`src/rtl/avg_pool_unit.sv`:
```
// Purpose: streaming 2x2 average pool; accumulates 2**WIN_LOG2 signed samples and registers their floor mean.
// Latency: avg/avg_valid update one edge after the window's last sample is accepted.
// Backpressure: none; a sample is taken on every enabled cycle, and back-to-back windows run at full rate.
module avg_pool_unit #(
  parameter int DATA_W   = 32,
  parameter int WIN_LOG2 = 2
) (
  input  logic                     clk,
  input  logic                     rst,
  input  logic                     enable,
  input  logic signed [DATA_W-1:0] layer2,
  output logic signed [DATA_W-1:0] avg,
  output logic                     avg_valid
);

  // Adding WIN_LOG2 guard bits means a full window of extreme samples cannot overflow the sum.
  localparam int ACC_W = DATA_W + WIN_LOG2;
  localparam logic [WIN_LOG2-1:0] CNT_LAST = '1;
  localparam logic [WIN_LOG2-1:0] CNT_ONE  = WIN_LOG2'(1);

  logic signed [ACC_W-1:0]  acc;
  logic signed [ACC_W-1:0]  sum;
  logic signed [ACC_W-1:0]  sample_ext;
  logic signed [ACC_W-1:0]  acc_next;
  logic signed [ACC_W-1:0]  sum_shift;
  logic [WIN_LOG2-1:0]      cnt;
  logic                     pending;

  // Sign-extend the incoming sample and form the running sum; division is a floor shift of the stored sum.
  always_comb begin
    sample_ext = {{WIN_LOG2{layer2[DATA_W-1]}}, layer2};
    acc_next   = acc + sample_ext;
    sum_shift  = sum >>> WIN_LOG2;
  end

  // Stage 1: accumulate enabled samples, hand the finished window sum to stage 2 and restart at zero.
  always_ff @(posedge clk) begin
    if (rst) begin
      acc     <= '0;
      cnt     <= '0;
      sum     <= '0;
      pending <= 1'b0;
    end else begin
      // Pending lasts one cycle unless another window completes on this very edge.
      pending <= 1'b0;
      if (enable) begin
        if (cnt == CNT_LAST) begin
          sum     <= acc_next;
          pending <= 1'b1;
          acc     <= '0;
          cnt     <= '0;
        end else begin
          acc <= acc_next;
          cnt <= cnt + CNT_ONE;
        end
      end
    end
  end

  // Stage 2: register the window mean and pulse avg_valid for the cycle it changes.
  always_ff @(posedge clk) begin
    if (rst) begin
      avg       <= '0;
      avg_valid <= 1'b0;
    end else begin
      avg_valid <= pending;
      if (pending) begin
        avg <= sum_shift[DATA_W-1:0];
      end
    end
  end

endmodule

```
`config.mk`:
```
export PLATFORM = sky130hd
export DESIGN_NAME = avg_pool_unit
export DESIGN_NICKNAME = d
export VERILOG_FILES = /design/src/rtl/avg_pool_unit.sv
export SDC_FILE = /design/constraint.sdc
export NUM_CORES = 1
export LEC_CHECK = 0
export CORE_MARGIN = 2
export CORE_UTILIZATION = 45
export CTS_BUF_LIST = sky130_fd_sc_hd__clkbuf_4
export CTS_CLUSTER_SIZE = 14
export DETAILED_ROUTE_END_ITERATION = 16
export DONT_BUFFER_PORTS = 1
export PLACE_DENSITY = 0.69
export SLEW_MARGIN = 20
export SYNTH_ARGS = -nofsm -noshare
export SYNTH_HDL_FRONTEND = slang
export SYNTH_SLANG_ARGS = --single-unit
export TNS_END_PERCENT = 1
```
`constraint.sdc`:
```
create_clock -name clk -period 3.4 [get_ports clk]
set_input_delay 0.34 -clock clk [delete_from_list [all_inputs] [get_ports clk]]
set_output_delay 0.34 -clock clk [all_outputs]
set_load 0.005 [all_outputs]
```
Yosys cells after proc, flatten, opt, wreduce, memory -nomap -nowiden
Index checks and enable logic that the tools add are counted.
W data, S select, Z words.
Cells by class
  add/sub/neg operators: 2
  eq/ne operators: 1
  multiplexer cells: 3
  bitwise logic cells: 1
  reductions and logical operators: 2
  multipliers: 0
  shift operators: 0
  magnitude comparators: 0
  divide/modulo/power cells: 0
Operators with widths (number)
  $add A34 B32 Y34: 1
  $mux W34: 1
  $add A2 B1 Y2 const B: 1
  $eq A2 B2 Y1 const B: 1
  $mux W2: 1
  $reduce_and A2 Y1: 1
  $reduce_or A2 Y1: 1
  $mux W1: 1
  $not A1 Y1: 1
Word-level totals
  RAM bits: 0
  logic and storage cells: 15
  bits in read-only memories: 0
  bits in latches: 0
  memories: 0
  register bits: 104
  bits of input ports: 35
  output and inout port bits: 33

Longest topological paths before layout
Gate-level depths: netlist (run 1).
  word-level depth: 2
  mapped depth: 11
  mapped depth without buffers: 11

Worst setup path after synthesis (run 1)
OpenSTA, ideal clock, no wires.
  path type: input to register
  from: input layer2[0]
  to: register sum[28]
  data required time: 3.307 ns
  library setup time: 0.093 ns
  path buffers: 0
  stages: 11
  arrival: 2.423 ns
  path slack: 0.884 ns
  cells stage by stage: ha_1 > inv_1 > fa_1 > and2b_1 > o2111ai_2 > a211o_1 > nand2_2 > o211a_4 > o21ai_1 > a2111o_1 > o311ai_2
On the way
  word-level cells in the longest chain between the ends: 1
RTL lines
  from (decl): RTL line 11  | input logic signed [DATA_W-1:0] layer2,
  $add A34 B32 Y34: RTL line 32  | acc_next = acc + sample_ext;
  to (signal assigned): RTL line 48  | sum <= acc_next;
  to (decl): RTL line 22  | logic signed [ACC_W-1:0] sum;
No other way between the ends.
A chain may end at the register's enable or synchronous reset.

Final worst setup path (run 1)
  from: register acc[0]
  to: register sum[26]
On the way
  word-level cells in the longest chain between the ends: 1
RTL lines
  from (decl): RTL line 21  | logic signed [ACC_W-1:0] acc;
  from (signal assigned): RTL line 53  | acc <= acc_next;
  $add A34 B32 Y34: RTL line 32
No other way between the ends.

==> impl_metrics.env, run 1 <==
export IMPL_finalSetupViolations=0
export IMPL_tns_ns=0
export IMPL_post_synth_cell_area_avg_sq_um=8.284
export IMPL_synthAdderAreaFrac_pct=8.184
export IMPL_worstSetupEndpoint="sum[26]$_SDFFE_PP0P_"
export IMPL_fin_crit_sh_pct=82.36
export IMPL_synth_commonest_cells="dfxtp_1, nor2_1, nand2_1"
export IMPL_die_area_sq_mm=0.01299
export IMPL_clk_latency_ns=0.51
export IMPL_vias=4744
export IMPL_yosysSeqAreaShare_pct=37.52
export IMPL_synthXorXnorAreaFrac_pct=4.506
export IMPL_synthSimpleGateAreaFrac_pct=19.43
export IMPL_ys_top_cells_by_area="dfxtp_1, ha_1, mux2i_1"
export IMPL_tritoncts="yes"
export IMPL_synth_top_family_by_area="compound AO/OA/AOI/OAI gates"
export IMPL_drt_pass1_iterations=5
export IMPL_max_freq_mhz=357.1
export IMPL_grt_max_degree=68
export IMPL_core_area_sq_mm=0.01191
export IMPL_hold_viol=0
export IMPL_grt_pass1_vias=4383
export IMPL_place_congestion=0.8976
export IMPL_cp_data_arrival_time_ns=3.19
export IMPL_fin_worst_skew_ns=0.01582
export IMPL_fp_dieH_um=114.0
export IMPL_post_cts_buffers=0
export IMPL_syn_nets=727
export IMPL_powerDensity_mw_per_mm2=510.8
export IMPL_stdcell_count=789
export IMPL_slew_headroom_pct=30.98
export IMPL_grt_use_total_pct=22.89
export IMPL_synth_area_sq_mm=0.005443
export IMPL_r2r_cells=11
export IMPL_drv_slew=0
export IMPL_dp_cells=772
export IMPL_worstReg2RegStart="acc[0]$_SDFFE_PP0P_"
export IMPL_ant_nets=0
export IMPL_drcViolationCount=0
export IMPL_path_clk_slew_ns=0.17
export IMPL_place_hpwl_mm=10.62
export IMPL_tightest_slew_ns=1.034
export IMPL_status="complete, no violations"
export IMPL_yosysUniqueCellTypes=59
export IMPL_cts_hold_buffers=1
export IMPL_crit_start="acc[0]$_SDFFE_PP0P_"
export IMPL_synth_edf_count=0
export IMPL_rsz0062_at_grt="no"
export IMPL_postSynth_asyncResetShare_pct=0
export IMPL_wl_per_cell_um=18.49
export IMPL_rrSetupSlack_ns=0.60
export IMPL_synth_mux_area_share_pct=6.069
export IMPL_antenna_found_initial=0
export IMPL_area_growth_syn_to_layout_pct=4.621
export IMPL_layout_drive_gt1_share_pct=5.607
export IMPL_vias_per_cell=6.013
export IMPL_cts_resized=0
export IMPL_cts_buffers=9
export IMPL_ys_warn_count=0
export IMPL_required_ns=3.79
export IMPL_period_needed_ns=2.800
export IMPL_utilization_pct=47.80
export IMPL_cts_buffer_depth=2
export IMPL_die_x_um=114.0
export IMPL_n_antenna_cell=0
export IMPL_synthFlopType="dfxtp_1"
export IMPL_p_leak_nw=2.258
export IMPL_place_area_sq_mm=0.005512
export IMPL_crit_path_start_kind="flip-flop"
export IMPL_htree_levels=3
export IMPL_first_iter_violations=475
export IMPL_start_util_pct=45.69
export IMPL_cp_max_fo=4
export IMPL_finalInstanceArea_sq_mm=0.005694
export IMPL_gr_total_overflow=0
export IMPL_yosysTopAreaCell="dfxtp_1"
export IMPL_r2r_end="sum[26]$_SDFFE_PP0P_"
export IMPL_synthCells=657
export IMPL_hold_class="in -> reg"
export IMPL_wirelength_mm=14.59
export IMPL_holdWs_ns=0.009912
export IMPL_synth_top_area_share_pct=37.52
export IMPL_n_fill_cell=1196
export IMPL_grt_pass1_wl_mm=23.28
export IMPL_critPathKind="reg -> reg"
export IMPL_cts_root_buffer="clkbuf_4"
export IMPL_num_io_pins=68
export IMPL_io_buffers=0
export IMPL_synth_compound_area_share_pct=20.60
export IMPL_maxCapViolCount=0
export IMPL_synth_most_common_cell="dfxtp_1"
export IMPL_synth_seq_cells=102
export IMPL_peakVddDrop_mv=0.1911
export IMPL_rows=40
export IMPL_nets=707
export IMPL_cts_sinks=102
export IMPL_critPathCaptureType="flip-flop"
critical path: stages, from the launching register on:
cell and delay, ns:
dfxtp_1 0.38, ha_1 0.17, inv_1 0.06, fa_1 0.39, and2b_1 0.25, o2111ai_2 0.15
a211o_1 0.36, nand3_1 0.13, and2_1 0.22, a21oi_1 0.12, xor2_1 0.32, o21ai_0 0.12
per-stage QoR:
stage / setup slack [ns] / total power, mW
final: 0.5998 / 2.909
after global routing: 0.4719 / 3.062
after CTS: 0.6165 / 2.900
after detailed placement: 0.6495 / 2.184
after global placement: 0.6956 / 2.170
after floorplan: 0.8837 / 1.983
placed cells by master, fill, tap and decap left out, types with 4 or more instances in the layout:
cell type and n:
and2_1 4, ha_1 34, inv_1 10, and4_1 4, a22oi_1 12, o21a_1 4, nor3_1 12, nand2_1 79
xor2_1 12, nand3_1 28, o211ai_1 4, a21o_1 17, and3_1 4, a31oi_1 7, nor2_1 83, xnor2_1 16
mux2i_1 33, a21oi_1 54, o21ai_1 7, buf_4 5, clkbuf_4 9, o21ai_0 36, dfxtp_1 101, or3_1 5
nand4_1 9
layer usage:
layer	wire, um	part of all wire [%]	GRT usage (%)	vias to the layer above
li1	-	-	-	2297
met1	6837	47	33.13	2215
met2	6335	43	34.52	215
met3	1185	8.1	4.729	17
met4	234	1.6	6.423	0
met5	0	0	0	-
worst min-delay path by stage:
stage | slack [ns] | endpoint | startpoint | depth (start not counted)
6_report | 0.01 | cnt[1]$_SDFFE_PP0P_ | enable | 2
5_1_grt | 0.006 | sum[32]$_SDFFE_PP0P_ | rst | 2
4_1_cts | 0.004 | cnt[1]$_SDFFE_PP0P_ | enable | 2
3_5_place_dp | 0.42 | avg_valid$_SDFF_PP0_ | rst | 1
3_3_place_gp | 0.42 | sum[15]$_SDFFE_PP0P_ | rst | 1
2_1_floorplan | 0.43 | acc[17]$_SDFFE_PP0P_ | acc[17]$_SDFFE_PP0P_ | 2
cell type report:
cell class	instances	area (sq um)	share of cell area, %
Clock inverter	7	87.58	1.538
Tap cell	147	183.9	3.230
Multi-Input combinational cell	506	3202	56.23
Clock buffer	9	67.56	1.187
Timing Repair Buffer	6	65.06	1.143
Sequential cell	102	2043	35.88
Inverter	12	45.04	0.7910
registers in the layout (all words and copies together), names as in the netlist:
register,flops
acc,34
avg,32
avg_valid,1
cnt,2
pending,1
sum,32
cell families (layout without fill, tap and decap cells):
family | count (synthesis) | count (layout)
compound gates | 170 | 170
buf+inv | 49 | 34
simple gates | 240 | 240
mux | 33 | 33
flops | 102 | 102
xor+xnor | 28 | 28
fa+ha+maj | 35 | 35
power by group:
part | switching (mW) | leakage, nW | internal [mW]
Sequential | 0.0428 | 0.829 | 1.26
Combinational | 0.576 | 1.34 | 0.316
Clock | 0.467 | 0.0849 | 0.242
Total | 1.09 | 2.26 | 1.82
(Power assumes the default switching activity.)
==> inputs of run 2 (changes only) <==
--- a/config.mk
+++ b/config.mk
@@ -11,7 +11,7 @@
 export CTS_CLUSTER_SIZE = 14
 export DETAILED_ROUTE_END_ITERATION = 16
 export DONT_BUFFER_PORTS = 1
-export PLACE_DENSITY = 0.69
+export PLACE_DENSITY = 0.71
 export SLEW_MARGIN = 20
 export SYNTH_ARGS = -nofsm -noshare
 export SYNTH_HDL_FRONTEND = slang
==> constraint.sdc (replaced) <==
create_clock -name clk -period 2.45 [get_ports clk]
set_input_delay 0.245 -clock clk [delete_from_list [all_inputs] [get_ports clk]]
set_output_delay 0.245 -clock clk [all_outputs]
set_load 0.005 [all_outputs]
==> impl_metrics.env, run 2 (synthesis gave the netlist of run 1 again) <==
export IMPL_core_area_sq_mm=0.01191
export IMPL_cts_sinks=102
export IMPL_tns_ns=-0.1606
export IMPL_stdcell_count=848
export IMPL_p_leak_nw=2.534
export IMPL_grt_pass1_wl_mm=24.23
export IMPL_fin_worst_skew_ns=0.01914
export IMPL_required_ns=2.89
export IMPL_fp_dieH_um=114.0
export IMPL_multi_input_area_sq_mm=0.003314
export IMPL_max_freq_mhz=398.0
export IMPL_ant_nets=0
export IMPL_place_hpwl_mm=11.41
export IMPL_n_antenna_cell=0
export IMPL_status="complete, but fails checks"
export IMPL_die_area_sq_mm=0.01299
export IMPL_rsz0062_at_grt="yes"
export IMPL_failed_checks="negative setup slack"
export IMPL_critPathCaptureType="flip-flop"
export IMPL_wl_per_cell_um=17.99
export IMPL_wirelength_mm=15.26
export IMPL_grt_pass1_vias=4485
export IMPL_nets=766
export IMPL_critPathSlowestCell="a2111o_1"
export IMPL_final_common_cell="dfxtp_1"
export IMPL_powerDensity_mw_per_mm2=682.6
export IMPL_drv_slew=0
export IMPL_comb_power_share_pct=35.6
export IMPL_seqCellArea_sq_mm=0.002049
export IMPL_io_buffers=0
export IMPL_grt_max_degree=72
export IMPL_hold_viol=0
export IMPL_area_growth_syn_to_layout_pct=14.74
export IMPL_cts_buffer_depth=2
export IMPL_final_cell_mix="dfxtp_1, nor2_1, nand2_1"
export IMPL_critPathTopFamily="compound AO/OA/AOI/OAI gates"
export IMPL_critPathKind="reg -> reg"
export IMPL_seqPwrFrac_pct=42.8
export IMPL_dp_cells=825
export IMPL_finalPower_mw=4.263
export IMPL_power_switching_share_pct=36.41
export IMPL_drcViolationCount=0
export IMPL_drt_pass1_iterations=5
export IMPL_utilization_pct=52.43
export IMPL_gr_total_overflow=0
export IMPL_cp_data_arrival_time_ns=2.95
export IMPL_tightest_slew_ns=0.6716
export IMPL_grt_use_total_pct=23.80
export IMPL_first_iter_violations=366
export IMPL_peakVddDrop_mv=0.2256
export IMPL_finalInstanceArea_sq_mm=0.006245
export IMPL_finalSetupViolations=5
export IMPL_slowest_delay_ns=0.40
export IMPL_tritoncts="yes"
export IMPL_die_x_um=114.0
export IMPL_p_sw_mw=1.552
export IMPL_clk_latency_ns=0.48
export IMPL_maxCapViolCount=0
export IMPL_hold_class="in -> reg"
export IMPL_crit_path_start_kind="flip-flop"
export IMPL_vias=4874
export IMPL_path_clk_slew_ns=0.17
export IMPL_layout_drive_gt1_share_pct=16.83
export IMPL_largest_reg_flops=34
export IMPL_cp_max_fo=4
export IMPL_rows=40
export IMPL_crit_buf_inv=1
export IMPL_setup_slack_ns=-0.06283
export IMPL_fin_crit_sh_pct=102.6
export IMPL_place_area_sq_mm=0.005907
export IMPL_slew_headroom_pct=55.12
export IMPL_num_io_pins=68
export IMPL_start_util_pct=45.69
export IMPL_path_cells="ha_4 -> inv_2 -> fa_2 -> and2b_1 -> o2111ai_2 -> a211o_1 -> nand2_2 -> o211a_4 -> o2111ai_4 -> a2111o_1 -> nand3_1"
export IMPL_largest_register="acc"
export IMPL_period_needed_ns=2.513
export IMPL_top_regs="acc x34, avg x32, sum x32"
export IMPL_antenna_found_initial=0
export IMPL_n_fill_cell=1125
export IMPL_vias_per_cell=5.748
export IMPL_clkPwrFrac_pct=21.5
export IMPL_cts_buffers=9
export IMPL_p_int_mw=2.711
export IMPL_place_congestion=0.9123
export IMPL_htree_levels=3
export IMPL_cts_root_buffer="clkbuf_4"
[run 2: layout make-up]
cell class | instances | share of cell area [%]
flip-flops and latches | 102 | 32.82
inverters | 12 | 0.7213
repair buffers | 65 | 8.215
well taps | 147 | 2.945
clock inverters | 7 | 1.142
multi-input cells | 506 | 53.08
clock buffers | 9 | 1.082
[run 2: power groups by stage]
stage	sequential, mW	clock, mW	combinational [mW]
final	1.83	0.918	1.52
after global routing	1.83	1.01	1.65
after CTS	1.82	0.936	1.44
after detailed placement	1.85	0	1.39
after global placement	1.85	0	1.37
after floorplan	1.83	0	0.925
[run 2: tightest hold or removal path, delay by kind of cell]
family,cells,cell delay (ns)
and+or+nand+nor,3,0.26
[run 2: path summary, 6_finish.rpt]
path | cells past startpoint | slack, ns | endpoint | startpoint
worst max-delay path | 11 | -0.06 | sum[32]$_SDFFE_PP0P_ | acc[0]$_SDFFE_PP0P_
worst min-delay path | 3 | 0.05 | acc[28]$_SDFFE_PP0P_ | rst
worst max register to register | 11 | -0.06 | sum[32]$_SDFFE_PP0P_ | acc[0]$_SDFFE_PP0P_
worst min register to register | 2 | 0.47 | sum[12]$_SDFFE_PP0P_ | sum[12]$_SDFFE_PP0P_
[run 2: what timing repair did]
item,4_1_cts,5_1_grt
hold buffers,3,0
pin swaps,7,11
resized for setup,10,23
endpoints found under the hold margin,70,0
buffers inserted,2,2
setup endpoints to repair,19,36
[run 2: through the flow]
stage	setup WS [ns]	hold WS [ns]
3_3_place_gp	-0.1547	0.3237
3_5_place_dp	-0.1453	0.3241
5_1_grt	-0.1589	0.03762
4_1_cts	-0.05148	0.03311
2_1_floorplan	0.002864	0.3965
6_report	-0.06283	0.05468
[run 2: metal layers]
layer  GRT usage (%)  up-vias  wire (um)
li1                -     2408          -
met1           35.14     2300       7306
met2           35.60      144       6634
met3           3.719       22       1013
met4           7.480        0        303
met5               0        -          0
==> inputs of run 3 (changes only) <==
--- a/config.mk
+++ b/config.mk
@@ -8,11 +8,12 @@
 export CORE_MARGIN = 2
 export CORE_UTILIZATION = 45
 export CTS_BUF_LIST = sky130_fd_sc_hd__clkbuf_4
+export CTS_CLUSTER_DIAMETER = 120
 export CTS_CLUSTER_SIZE = 14
 export DETAILED_ROUTE_END_ITERATION = 16
 export DONT_BUFFER_PORTS = 1
-export PLACE_DENSITY = 0.71
-export SLEW_MARGIN = 20
+export PLACE_DENSITY = 0.7
+export SLEW_MARGIN = 30
 export SYNTH_ARGS = -nofsm -noshare
 export SYNTH_HDL_FRONTEND = slang
 export SYNTH_SLANG_ARGS = --single-unit
==> impl_metrics.env, run 3 (synthesis gave the netlist of run 1 again) <==
export IMPL_status="complete, but fails checks"
export IMPL_p_sw_mw=1.528
export IMPL_slowest_delay_ns=0.39
export IMPL_p_int_mw=2.594
export IMPL_crit_buf_inv=1
export IMPL_core_area_sq_mm=0.01191
export IMPL_grt_pass1_vias=4659
export IMPL_critPathCaptureType="flip-flop"
export IMPL_area_growth_syn_to_layout_pct=14.48
export IMPL_wl_per_cell_um=18.34
export IMPL_rows=40
export IMPL_hold_viol=0
export IMPL_path_cells="ha_4 -> inv_2 -> fa_2 -> and2b_1 -> o2111ai_2 -> a211o_1 -> nand2_2 -> o211a_4 -> o2111ai_4 -> a2111o_1 -> nand3_1"
export IMPL_critPathKind="reg -> reg"
export IMPL_slew_headroom_pct=51.55
export IMPL_place_hpwl_mm=11.69
export IMPL_largest_register="acc"
export IMPL_final_common_cell="dfxtp_1"
export IMPL_min_path_cells=2
export IMPL_worstReg2RegStart="acc[0]$_SDFFE_PP0P_"
export IMPL_die_area_sq_mm=0.01299
export IMPL_period_needed_ns=2.503
export IMPL_critPathTopFamily="compound AO/OA/AOI/OAI gates"
export IMPL_gr_total_overflow=0
export IMPL_first_iter_violations=438
export IMPL_nets=768
export IMPL_vias=4941
export IMPL_peakVddDrop_mv=0.2573
export IMPL_wirelength_mm=15.53
export IMPL_finalSetupViolations=4
export IMPL_crit_path_start_kind="flip-flop"
export IMPL_num_io_pins=68
export IMPL_maxCapViolCount=0
export IMPL_r2r_cells=11
export IMPL_failed_checks="negative setup slack"
export IMPL_cts_buffers=9
export IMPL_die_x_um=114.0
export IMPL_fin_worst_skew_ns=0.02490
export IMPL_powerDensity_mw_per_mm2=661.5
export IMPL_power_switching_share_pct=37.07
export IMPL_setup_slack_ns=-0.05313
export IMPL_n_antenna_cell=0
export IMPL_rsz0062_at_grt="yes"
export IMPL_stdcell_count=847
export IMPL_fp_dieH_um=114.0
export IMPL_cts_buffer_depth=2
export IMPL_p_leak_nw=2.535
export IMPL_grt_use_total_pct=24.18
export IMPL_tns_ns=-0.1131
export IMPL_layout_drive_gt1_share_pct=17.14
export IMPL_n_fill_cell=1173
export IMPL_start_util_pct=45.69
export IMPL_htree_levels=3
export IMPL_antenna_found_initial=0
export IMPL_cts_sinks=102
export IMPL_ant_nets=0
export IMPL_fin_crit_sh_pct=102.2
export IMPL_io_buffers=0
export IMPL_required_ns=2.86
export IMPL_cp_data_arrival_time_ns=2.91
export IMPL_hp_start="rst"
export IMPL_critPathSlowestCell="a2111o_1"
export IMPL_top_regs="acc x34, avg x32, sum x32"
export IMPL_vias_per_cell=5.834
export IMPL_cp_max_fo=4
export IMPL_clk_latency_ns=0.46
export IMPL_tritoncts="yes"
export IMPL_seqPwrFrac_pct=44.2
export IMPL_grt_pass1_wl_mm=24.72
export IMPL_max_freq_mhz=399.5
export IMPL_seqCellArea_sq_mm=0.002047
export IMPL_hold_class="in -> reg"
export IMPL_comb_power_share_pct=37.4
export IMPL_rrSetupSlack_ns=-0.05
export IMPL_drv_slew=0
export IMPL_cts_root_buffer="clkbuf_4"
export IMPL_place_congestion=0.9315
export IMPL_final_cell_mix="dfxtp_1, nor2_1, nand2_1"
export IMPL_drt_pass1_iterations=5
export IMPL_dp_cells=830
export IMPL_r2r_end="sum[32]$_SDFFE_PP0P_"
export IMPL_drcViolationCount=0
export IMPL_multi_input_area_sq_mm=0.003336
export IMPL_grt_max_degree=70
export IMPL_path_clk_slew_ns=0.17
export IMPL_utilization_pct=52.31
export IMPL_tightest_slew_ns=0.7250
export IMPL_finalPower_mw=4.122
export IMPL_clkPwrFrac_pct=18.4
export IMPL_min_to="sum[28]$_SDFFE_PP0P_"
export IMPL_largest_reg_flops=34
[run 3: cell count changes in the layout (fill, tap and decap cells not counted), sizes merged]
cell / before / now
buf: 63 / 66
inv: 13 / 12
clkinvlp: 1 / 0
dlygate4sd3: 2 / 1
bufinv: 1 / 0
[run 3: power by group through the flow]
stage               registers [mW]  logic, mW  clock network [mW]
finish                        1.82       1.54               0.759
global route                  1.83       1.67               0.839
CTS                           1.82       1.45               0.766
detailed placement            1.85       1.41                   0
global placement              1.85       1.40                   0
floorplan                     1.83      0.925                   0
[run 3: per-layer routing]
layer,track usage [%],up-vias,wire length [um]
li1,-,2409,-
met1,35.58,2348,7552
met2,36.27,160,6733
met3,5.101,24,981
met4,5.691,0,266
met5,0,-,0
[run 3: timing repair]
action	CTS	global route
setup buffers	1	1
pin swaps	4	7
setup endpoints to repair	20	35
endpoints found under the hold margin	68	0
hold buffers	2	0
gates resized for setup	10	26
[run 3: final cells by class]
| cell class | instances | area share [%] |
|---|---|---|
| clock inverters | 4 | 0.4217 |
| well taps | 147 | 2.952 |
| repair buffers | 67 | 8.434 |
| inverters | 12 | 0.7229 |
| multi-input cells | 506 | 53.53 |
| flip-flops and latches | 102 | 32.85 |
| clock buffers | 9 | 1.084 |
[run 3: worst max path at each step]
stage                             start  cells past startpoint                   end  slack [ns]
floorplan           acc[0]$_SDFFE_PP0P_                     11  sum[32]$_SDFFE_PP0P_       0.003
global placement    acc[0]$_SDFFE_PP0P_                     11  sum[32]$_SDFFE_PP0P_       -0.08
detailed placement  acc[0]$_SDFFE_PP0P_                     11  sum[32]$_SDFFE_PP0P_       -0.14
CTS                 acc[0]$_SDFFE_PP0P_                     11  sum[32]$_SDFFE_PP0P_       -0.08
global route        acc[0]$_SDFFE_PP0P_                     11  sum[32]$_SDFFE_PP0P_       -0.16
finish              acc[0]$_SDFFE_PP0P_                     11  sum[32]$_SDFFE_PP0P_       -0.05
[run 3: per-stage QoR]
| stage | worst slack (ns) | area [sq um] | hold slack, ns |
|---|---|---|---|
| detailed placement | -0.1413 | 5944 | 0.3251 |
| floorplan | 0.002864 | 5443 | 0.3965 |
| finish | -0.05313 | 6231 | 0.005628 |
| global route | -0.1627 | 6231 | 0.001542 |
| CTS | -0.08050 | 6121 | 0.0009146 |
| global placement | -0.07740 | 5944 | 0.3226 |
